[src/rtl/apu_write_scheduler.sv]
// Register-write scheduler in front of the APU register file: frame tick generation,
// a post-tick sequencer window, and a small host FIFO drained whenever the sequencer is idle.
module apu_write_scheduler #(
    parameter int CLKRATE    = 1_789_773,
    parameter int FRAMERATE  = 60,
    parameter int SEQ_WINDOW = 64,
    parameter int FIFO_DEPTH = 4,
    parameter int ADDR_W     = 5,
    parameter int DATA_W     = 8
) (
    input  logic                          clk,
    input  logic                          rst_n,
    input  logic                          host_valid,
    output logic                          host_ready,
    input  logic [ADDR_W-1:0]             host_addr,
    input  logic [DATA_W-1:0]             host_data,
    input  logic                          seq_valid,
    output logic                          seq_ready,
    input  logic [ADDR_W-1:0]             seq_addr,
    input  logic [DATA_W-1:0]             seq_data,
    output logic                          frame_tick,
    output logic                          wr_en,
    output logic [ADDR_W-1:0]             wr_addr,
    output logic [DATA_W-1:0]             wr_data,
    output logic [$clog2(FIFO_DEPTH):0]   fifo_level
);

    localparam int FRAME_DIV = CLKRATE / FRAMERATE;
    localparam int FCNT_W    = $clog2(FRAME_DIV);
    localparam int WCNT_W    = $clog2(SEQ_WINDOW + 1);
    localparam int PTR_W     = $clog2(FIFO_DEPTH);
    localparam int LVL_W     = PTR_W + 1;

    localparam logic [FCNT_W-1:0] FRAME_LAST = FCNT_W'(FRAME_DIV - 1);

    typedef enum logic [1:0] {
        GNT_NONE,
        GNT_SEQ,
        GNT_HOST
    } grant_e;

    logic [FCNT_W-1:0]        frame_cnt;
    logic [WCNT_W-1:0]        win_cnt;
    logic                     in_window;

    logic [ADDR_W+DATA_W-1:0] mem [FIFO_DEPTH];
    logic [PTR_W-1:0]         wr_ptr;
    logic [PTR_W-1:0]         rd_ptr;
    logic [LVL_W-1:0]         count;
    logic                     push;
    logic                     pop;
    grant_e                   grant;

    // The tick rises as the counter wraps, so the first tick lands FRAME_DIV cycles after release.
    // NOTE: every register below uses non-blocking assignment so all state updates on the
    // same edge see pre-edge values, regardless of statement order between processes.
    always_ff @(posedge clk) begin
        if (!rst_n) begin
            frame_cnt  <= '0;
            frame_tick <= 1'b0;
        end else if (frame_cnt == FRAME_LAST) begin
            frame_cnt  <= '0;
            frame_tick <= 1'b1;
        end else begin
            frame_cnt  <= frame_cnt + FCNT_W'(1);
            frame_tick <= 1'b0;
        end
    end

    always_ff @(posedge clk) begin
        if (!rst_n) begin
            win_cnt <= '0;
        end else if (frame_tick) begin
            win_cnt <= WCNT_W'(SEQ_WINDOW);
        end else if (win_cnt != '0) begin
            win_cnt <= win_cnt - WCNT_W'(1);
        end
    end

    assign in_window  = (win_cnt != '0);
    assign seq_ready  = in_window;
    assign host_ready = (count != LVL_W'(FIFO_DEPTH));
    assign fifo_level = count;
    assign push       = host_valid & host_ready;
    assign pop        = (grant == GNT_HOST);

    // NOTE: defaults first so every path assigns grant and no latch is inferred.
    always_comb begin
        grant = GNT_NONE;
        if (in_window && seq_valid) begin
            grant = GNT_SEQ;
        end else if (count != '0) begin
            grant = GNT_HOST;
        end
    end

    // NOTE: storage is deliberately not reset; clearing the pointers and count is what
    // discards stale entries, and leaving the array unreset lets it map onto plain RAM.
    always_ff @(posedge clk) begin
        if (push) begin
            mem[wr_ptr] <= {host_addr, host_data};
        end
    end

    always_ff @(posedge clk) begin
        if (!rst_n) begin
            wr_ptr <= '0;
            rd_ptr <= '0;
            count  <= '0;
        end else begin
            if (push) begin
                wr_ptr <= wr_ptr + PTR_W'(1);
            end
            if (pop) begin
                rd_ptr <= rd_ptr + PTR_W'(1);
            end
            case ({push, pop})
                2'b10:   count <= count + LVL_W'(1);
                2'b01:   count <= count - LVL_W'(1);
                default: count <= count;
            endcase
        end
    end

    // Address/data only move on a grant, so they hold between strobes.
    always_ff @(posedge clk) begin
        if (!rst_n) begin
            wr_en   <= 1'b0;
            wr_addr <= '0;
            wr_data <= '0;
        end else begin
            wr_en <= (grant != GNT_NONE);
            case (grant)
                GNT_SEQ: begin
                    wr_addr <= seq_addr;
                    wr_data <= seq_data;
                end
                GNT_HOST: begin
                    {wr_addr, wr_data} <= mem[rd_ptr];
                end
                default: begin
                    wr_addr <= wr_addr;
                    wr_data <= wr_data;
                end
            endcase
        end
    end

endmodule
[config.mk]
export PLATFORM = sky130hd
export DESIGN_NAME = apu_write_scheduler
export DESIGN_NICKNAME = d
export VERILOG_FILES = /design/src/rtl/apu_write_scheduler.sv
export SDC_FILE = /design/constraint.sdc
export NUM_CORES = 1
export LEC_CHECK = 0
export ABC_AREA = 0
export BUFFER_PORTS_ARGS = -buffer_cell sky130_fd_sc_hd__buf_2
export CORE_UTILIZATION = 40
export CTS_BUF_LIST = sky130_fd_sc_hd__clkbuf_8
export CTS_CLUSTER_SIZE = 8
export DETAILED_ROUTE_END_ITERATION = 7
export GPL_TIMING_DRIVEN = 0
export PLACE_DENSITY = 0.68
export SLEW_MARGIN = 25
export SYNTH_ARGS = -nofsm -noshare
export SYNTH_HDL_FRONTEND = slang
export SYNTH_SLANG_ARGS = --single-unit
export TNS_END_PERCENT = 20
[constraint.sdc]
create_clock -name clk -period 3.85 [get_ports clk]
set_input_delay 0.5775 -clock clk [delete_from_list [all_inputs] [get_ports clk]]
set_output_delay 0.5775 -clock clk [all_outputs]
set_load 0.02 [all_outputs]
==> key figures, run 1 <==
Global route
  • Antenna violations before repair: 0
  • Largest net degree at the start of global routing: 17
  • Grt ovf: 0
  • First-pass GRT wire length: 12400 µm
  • Vias in the first global route: 2514
  • Gr usage total: 0.161

Final layout
  • Commonest non-fill, non-tap cells in the layout: edfxtp_1, buf_2, dfxtp_1
  • Layout Nets: 407
  • Ant diodes: 0
  • Fillers: 861
  • Post-Layout Cell Count: 502
  • Syn-to-layout area delta: 16.3%
  • Commonest non-fill, non-tap cell in the layout: edfxtp_1
  • Layout cell share with drive strength beyond 1: 0.233

Worst setup path
  • Slowest-stage cell, CP: or4_1
  • Setup CP Type: reg2reg
  • Setup crit end kind: flip-flop
  • CP required: 4130 ps
  • Crit start category: flip-flop
  • CP peak stage delay: 430 ps
  • CP arrival: 3340 ps
  • CP delay by family, top: simple AND/OR/NAND/NOR gates
  • CP cell instances: inv_1 > ha_1 > or3b_4 > or4_1 > buf_6 > a21oi_4 > ha_1 > inv_1 > fa_1 > xor2_1 > or3_1 > a21oi_1
  • Critical Path Fanout Max: 6
  • CP bufs+invs: 3

Logic synthesis
  • Syn_area_per_cell: 12.7 µm²
  • Sequential element share of the synthesized area: 0.632
  • Synth unique cells: 38
  • Mux cell area share after synthesis: 0.0745
  • Post-Syn Instances: 309
  • Yosys warns: 0
  • Yosys reg bits: 98
  • Syn Nets: 348
  • Simple-Gate Fraction of Synth Area: 0.121
  • Largest family of logic cells by synthesized area: simple AND/OR/NAND/NOR gates
  • Post-Synth XOR/XNOR Area: 0.0468
  • Compound-Gate Fraction of Synth Area: 0.0644
  • Synth Area in Adders: 0.0306
  • Syn Std Cell Area: 3930 µm²

Drt
  • Met3 routed wirelength: 220 µm
  • Via count: 2495
  • Post-route ant nets: 0
  • Post-Route M1 WL: 3280 µm
  • Uppermost layer routed: met4
  • First-pass iteration count of the detailed router: 4
  • DRC errors left: 0
  • Routed wl met2: 3720 µm
  • DR WL/cell: 14.8 µm
  • Initial DRC Count: 100
  • Drt via density: 4.97
  • Final wirelength: 7430 µm

Clock network
  • CTS max path bufs: 2
  • Hold-fix buffers, CTS: 0
  • CTS Buf Count: 9
  • Num Clock Sinks: 98
  • Root Buffer: clkbuf_8
  • CTS H-Tree Depth: 3
  • Clock Latency Late Sink: 350 ps
  • Post-CTS sizing: 0
  • TritonCTS clock tree: yes
  • Postcts setup bufs: 0
  • Clk pin slew, worst setup/hold paths: 90 ps

STA
  • Unrepaired setup endpoints after global routing: false
  • Final min period: 3060 ps
  • Final Max Tran Viols: 0
  • Pin slew with the least headroom to its limit: 696 ps
  • Setup violators final: 0
  • Period utilisation layout: 0.796
  • Setup TNS Final: 0 ps
  • FMAX: 326 MHz
  • Relative slew slack: 0.536
  • Layout Skew: 16.6 ps
  • Final Hold Fails: 0

Run
  • Max-cap violations: 0

Floorplanning
  • Full die area: 10200 µm²
  • Placeable Area: 9370 µm²
  • FP Rows: 35
  • Initial Util: 0.419
  • Die Height: 101 µm
  • Ports: 50
  • Die Wd: 101 µm

Power and ir drop
  • Pwr dens: 695 nW/µm²
  • P_leak: 0.00166 µW
  • Worst vdd ir: 202 µV
  • Total power: 3170 µW

Place
  • Placed insts: 486
  • Hpwl dp: 5330 µm
  • Routability Congestion: 0.797
  • Port Buffer Count: 48

Worst hold path
  • Hold crit path type: in2reg

Outcome
  • Outcome: completed
area by class of cell:
class | count | area [µm²] | area share
plain buffers | 12 | 60.1 | 0.0131
clock buffers | 9 | 124 | 0.0271
clock inverters | 7 | 115 | 0.0252
inverters | 16 | 60.1 | 0.0131
multi-input cells | 183 | 1330 | 0.290
flip-flops and latches | 98 | 2480 | 0.543
well taps | 129 | 161 | 0.0353
repair buffers | 48 | 240 | 0.0526
metal layers:
layer / GRT usage / vias up
li1: - / 1236
met1: 0.202 / 1198
met2: 0.267 / 47
met3: 0.0291 / 14
met4: 0.0836 / 0
met5: 0 / -
synth_stat cells (all sizes together):
cell type	number	area, µm²
or3	2	12.5
mux4	13	293
edfxtp	52	1560
clkbuf	7	26.3
dfxtp	46	921
inv	16	60.1
or3b	2	20.0
a31oi	13	81.3
a31o	1	8.76
o41ai	1	16.3
nand3	7	35.0
and3	6	37.5
xor2	7	61.3
nand2	35	131
or4	1	7.51
fa	1	20.0
and2	1	6.26
xnor2	14	123
nor3	6	35.0
buf	5	33.8
o31ai	1	7.51
ha	8	100
nor2	29	109
a21oi	7	46.3
nand4	4	25.0
a211oi	1	12.5
nor4	3	18.8
o21ai	16	80.1
and4b	2	20.0
nand4b	1	8.76
nor4b	1	8.76
metrics by stage:
stage / hold WS (ps) / setup WS [ps] / util / area, µm²
floorplan: 453 / 975 / - / 3930
global placement: 464 / 883 / 0.462 / 4330
detailed placement: 469 / 795 / 0.462 / 4330
CTS: 433 / 786 / 0.487 / 4570
global route: 430 / 622 / 0.487 / 4570
finish: 451 / 786 / 0.487 / 4570
where the power goes:
group / internal [µW] / switching (µW) / leakage (µW)
clock: 431 / 341 / 0.000119
combinational: 392 / 597 / 0.000685
sequential: 1300 / 118 / 0.000855
total: 2120 / 1060 / 0.00166
sequential cells by signal (all words and copies together), names as in the netlist, named ones only:
signal / cells
win_cnt: 7
wr_en: 1
wr_data: 8
fifo_level: 3
rd_ptr: 2
frame_tick: 1
wr_addr: 5
wr_ptr: 2
mem: 52
frame_cnt: 15
path summary, 6_finish.rpt:
| kind | startpoint | end | slack, ps | cells after the start |
|---|---|---|---|---|
| min | host_addr[4] | mem[3][12] | 450 | 1 |
| min reg2reg | wr_data[1] | wr_data[1] | 480 | 2 |
| max reg2reg | win_cnt[0] | fifo_level[2] | 790 | 12 |
| max | win_cnt[0] | fifo_level[2] | 790 | 12 |
logic make-up after synthesis:
family,count (synthesis)
DFF,98
adders and majority gates,9
and+or+nand+nor,100
buffers and inverters,28
AOI/OAI and AO/OA,40
xor gates and xnor gates,21
muxes,13
No activity file was read; power rests on OpenSTA's default activity.
==> inputs of run 2 (changes only) <==
clock period = 2.9 ns   (was 3.85 ns; I/O delays follow)
==> key figures, run 2 (synthesis results as in run 1) <==
Power and ir drop
  • Clock group share of total power: 0.239
  • Worst vdd ir: 268 µV
  • Seq pwr share: 0.437
  • P_leak: 0.00168 µW
  • Sw Pwr: 1430 µW
  • Total power: 4300 µW
  • Switching Fraction: 0.332
  • Pwr dens: 931 nW/µm²
  • Comb power frac: 0.324
  • Int Power: 2870 µW

Clock network
  • TritonCTS clock tree: yes
  • CTS Buf Count: 9
  • Num Clock Sinks: 98
  • CTS H-Tree Depth: 3
  • Clock Latency Late Sink: 350 ps
  • Root Buffer: clkbuf_8
  • CTS max path bufs: 2
  • Clk pin slew, worst setup/hold paths: 90 ps

Floorplanning
  • Die Wd: 101 µm
  • Full die area: 10200 µm²
  • Ports: 50
  • FP Rows: 35
  • Placeable Area: 9370 µm²
  • Die Height: 101 µm
  • Initial Util: 0.419

Final layout
  • Commonest non-fill, non-tap cells in the layout: edfxtp_1, buf_2, dfxtp_1
  • Ant diodes: 0
  • Leading registers by flop count: mem (52), frame_cnt (15), wr_data (8)
  • Fillers: 857
  • Syn-to-layout area delta: 17.6%
  • Post-Layout Cell Count: 506
  • Layout Nets: 411
  • Top reg by flops: mem
  • Layout cell share with drive strength beyond 1: 0.257
  • Commonest non-fill, non-tap cell in the layout: edfxtp_1
  • Number of flip-flops in the largest register: 52

Drt
  • DR WL/cell: 14.9 µm
  • Via count: 2527
  • DRC errors left: 0
  • First-pass iteration count of the detailed router: 4
  • Final wirelength: 7520 µm
  • Post-route ant nets: 0
  • Drt via density: 4.99
  • Initial DRC Count: 85

Outcome
  • Outcome: completed

Place
  • Routability Congestion: 0.797
  • Placed insts: 486
  • Hpwl dp: 5330 µm
  • Port Buffer Count: 48
  • Pre-CTS setup slack: -155 ps

Global route
  • Largest net degree at the start of global routing: 17
  • Vias in the first global route: 2528
  • Antenna violations before repair: 0
  • Grt ovf: 0
  • First-pass GRT wire length: 12500 µm
  • Gr usage total: 0.163

Worst setup path
  • Slowest-stage cell, CP: or4_4
  • CP cell instances: inv_1 > ha_2 > or3b_4 > or4_4 > a21oi_4 > ha_4 > inv_1 > fa_2 > xor2_1 > or3_1 > a21oi_1
  • CP required: 3180 ps
  • Setup crit end kind: flip-flop
  • CP peak stage delay: 460 ps
  • Setup CP Type: reg2reg
  • CP delay by family, top: simple AND/OR/NAND/NOR gates
  • Critical Path Fanout Max: 3
  • CP dominant cell by count: inv_1
  • Crit start category: flip-flop
  • CP bufs+invs: 2
  • CP arrival: 3120 ps

STA
  • Layout Skew: 15.8 ps
  • Pin slew with the least headroom to its limit: 696 ps
  • Unrepaired setup endpoints after global routing: true
  • Final Hold Fails: 0
  • Period utilisation layout: 0.979
  • Setup violators final: 0
  • Final Max Tran Viols: 0
  • WHS: 308 ps
  • Relative slew slack: 0.536
  • Final min period: 2840 ps
  • Worst setup margin: 60.0 ps
  • FMAX: 352 MHz
  • Setup TNS Final: 0 ps

Run
  • Max-cap violations: 0

Worst hold path
  • Hold crit path type: in2reg
[run 2: changes by cell type in the layout (fill, tap and decap cells not counted), sizes merged]
cell | previous run | this run
buf | 53 | 57
[run 2: worst paths after layout]
kind / cells after the start / endpoint / start / slack, ps
max reg2reg: 11 / fifo_level[2] / win_cnt[1] / 60
max: 11 / fifo_level[2] / win_cnt[1] / 60
min: 1 / mem[3][12] / host_addr[4] / 310
min reg2reg: 2 / wr_data[1] / wr_data[1] / 480
[run 2: per-layer routing]
metal	wire, µm	vias up	global-route usage
li1	-	1246	-
met1	3320	1215	0.205
met2	3750	49	0.268
met3	209	17	0.0291
met4	236	0	0.0870
met5	0	-	0
[run 2: final cells by class]
class | instances | area, µm² | share of cell area
buffer | 11 | 48.8 | 0.0106
clock buffer | 9 | 124 | 0.0268
clock inverter | 7 | 115 | 0.0249
inverter | 16 | 60.1 | 0.0130
multi-input combinational | 183 | 1350 | 0.292
sequential | 98 | 2480 | 0.538
tap | 129 | 161 | 0.0349
timing repair buffer | 53 | 278 | 0.0601
[run 2: power groups by stage]
stage                     clock (µW)  combinational, µW  sequential (µW)
final                           1030               1390             1880
after global routing            1100               1530             1910
after CTS                       1050               1400             1880
after global placement             0               1290             1890
after floorplan                    0                847             1990
after detailed placement           0               1330             1910
[run 2: through the flow]
stage	util	area [µm²]
after CTS	0.492	4610
final	0.493	4620
after detailed placement	0.462	4330
after global placement	0.462	4330
after global routing	0.493	4620
after floorplan	-	3930
[run 2: what timing repair did]
action / 4_1_cts / 5_1_grt
pin swaps: 2 / 5
resized for setup: 6 / 1
buffers inserted: 3 / 2
hold buffers: 0 / 0
endpoints found under the setup margin: 1 / 1
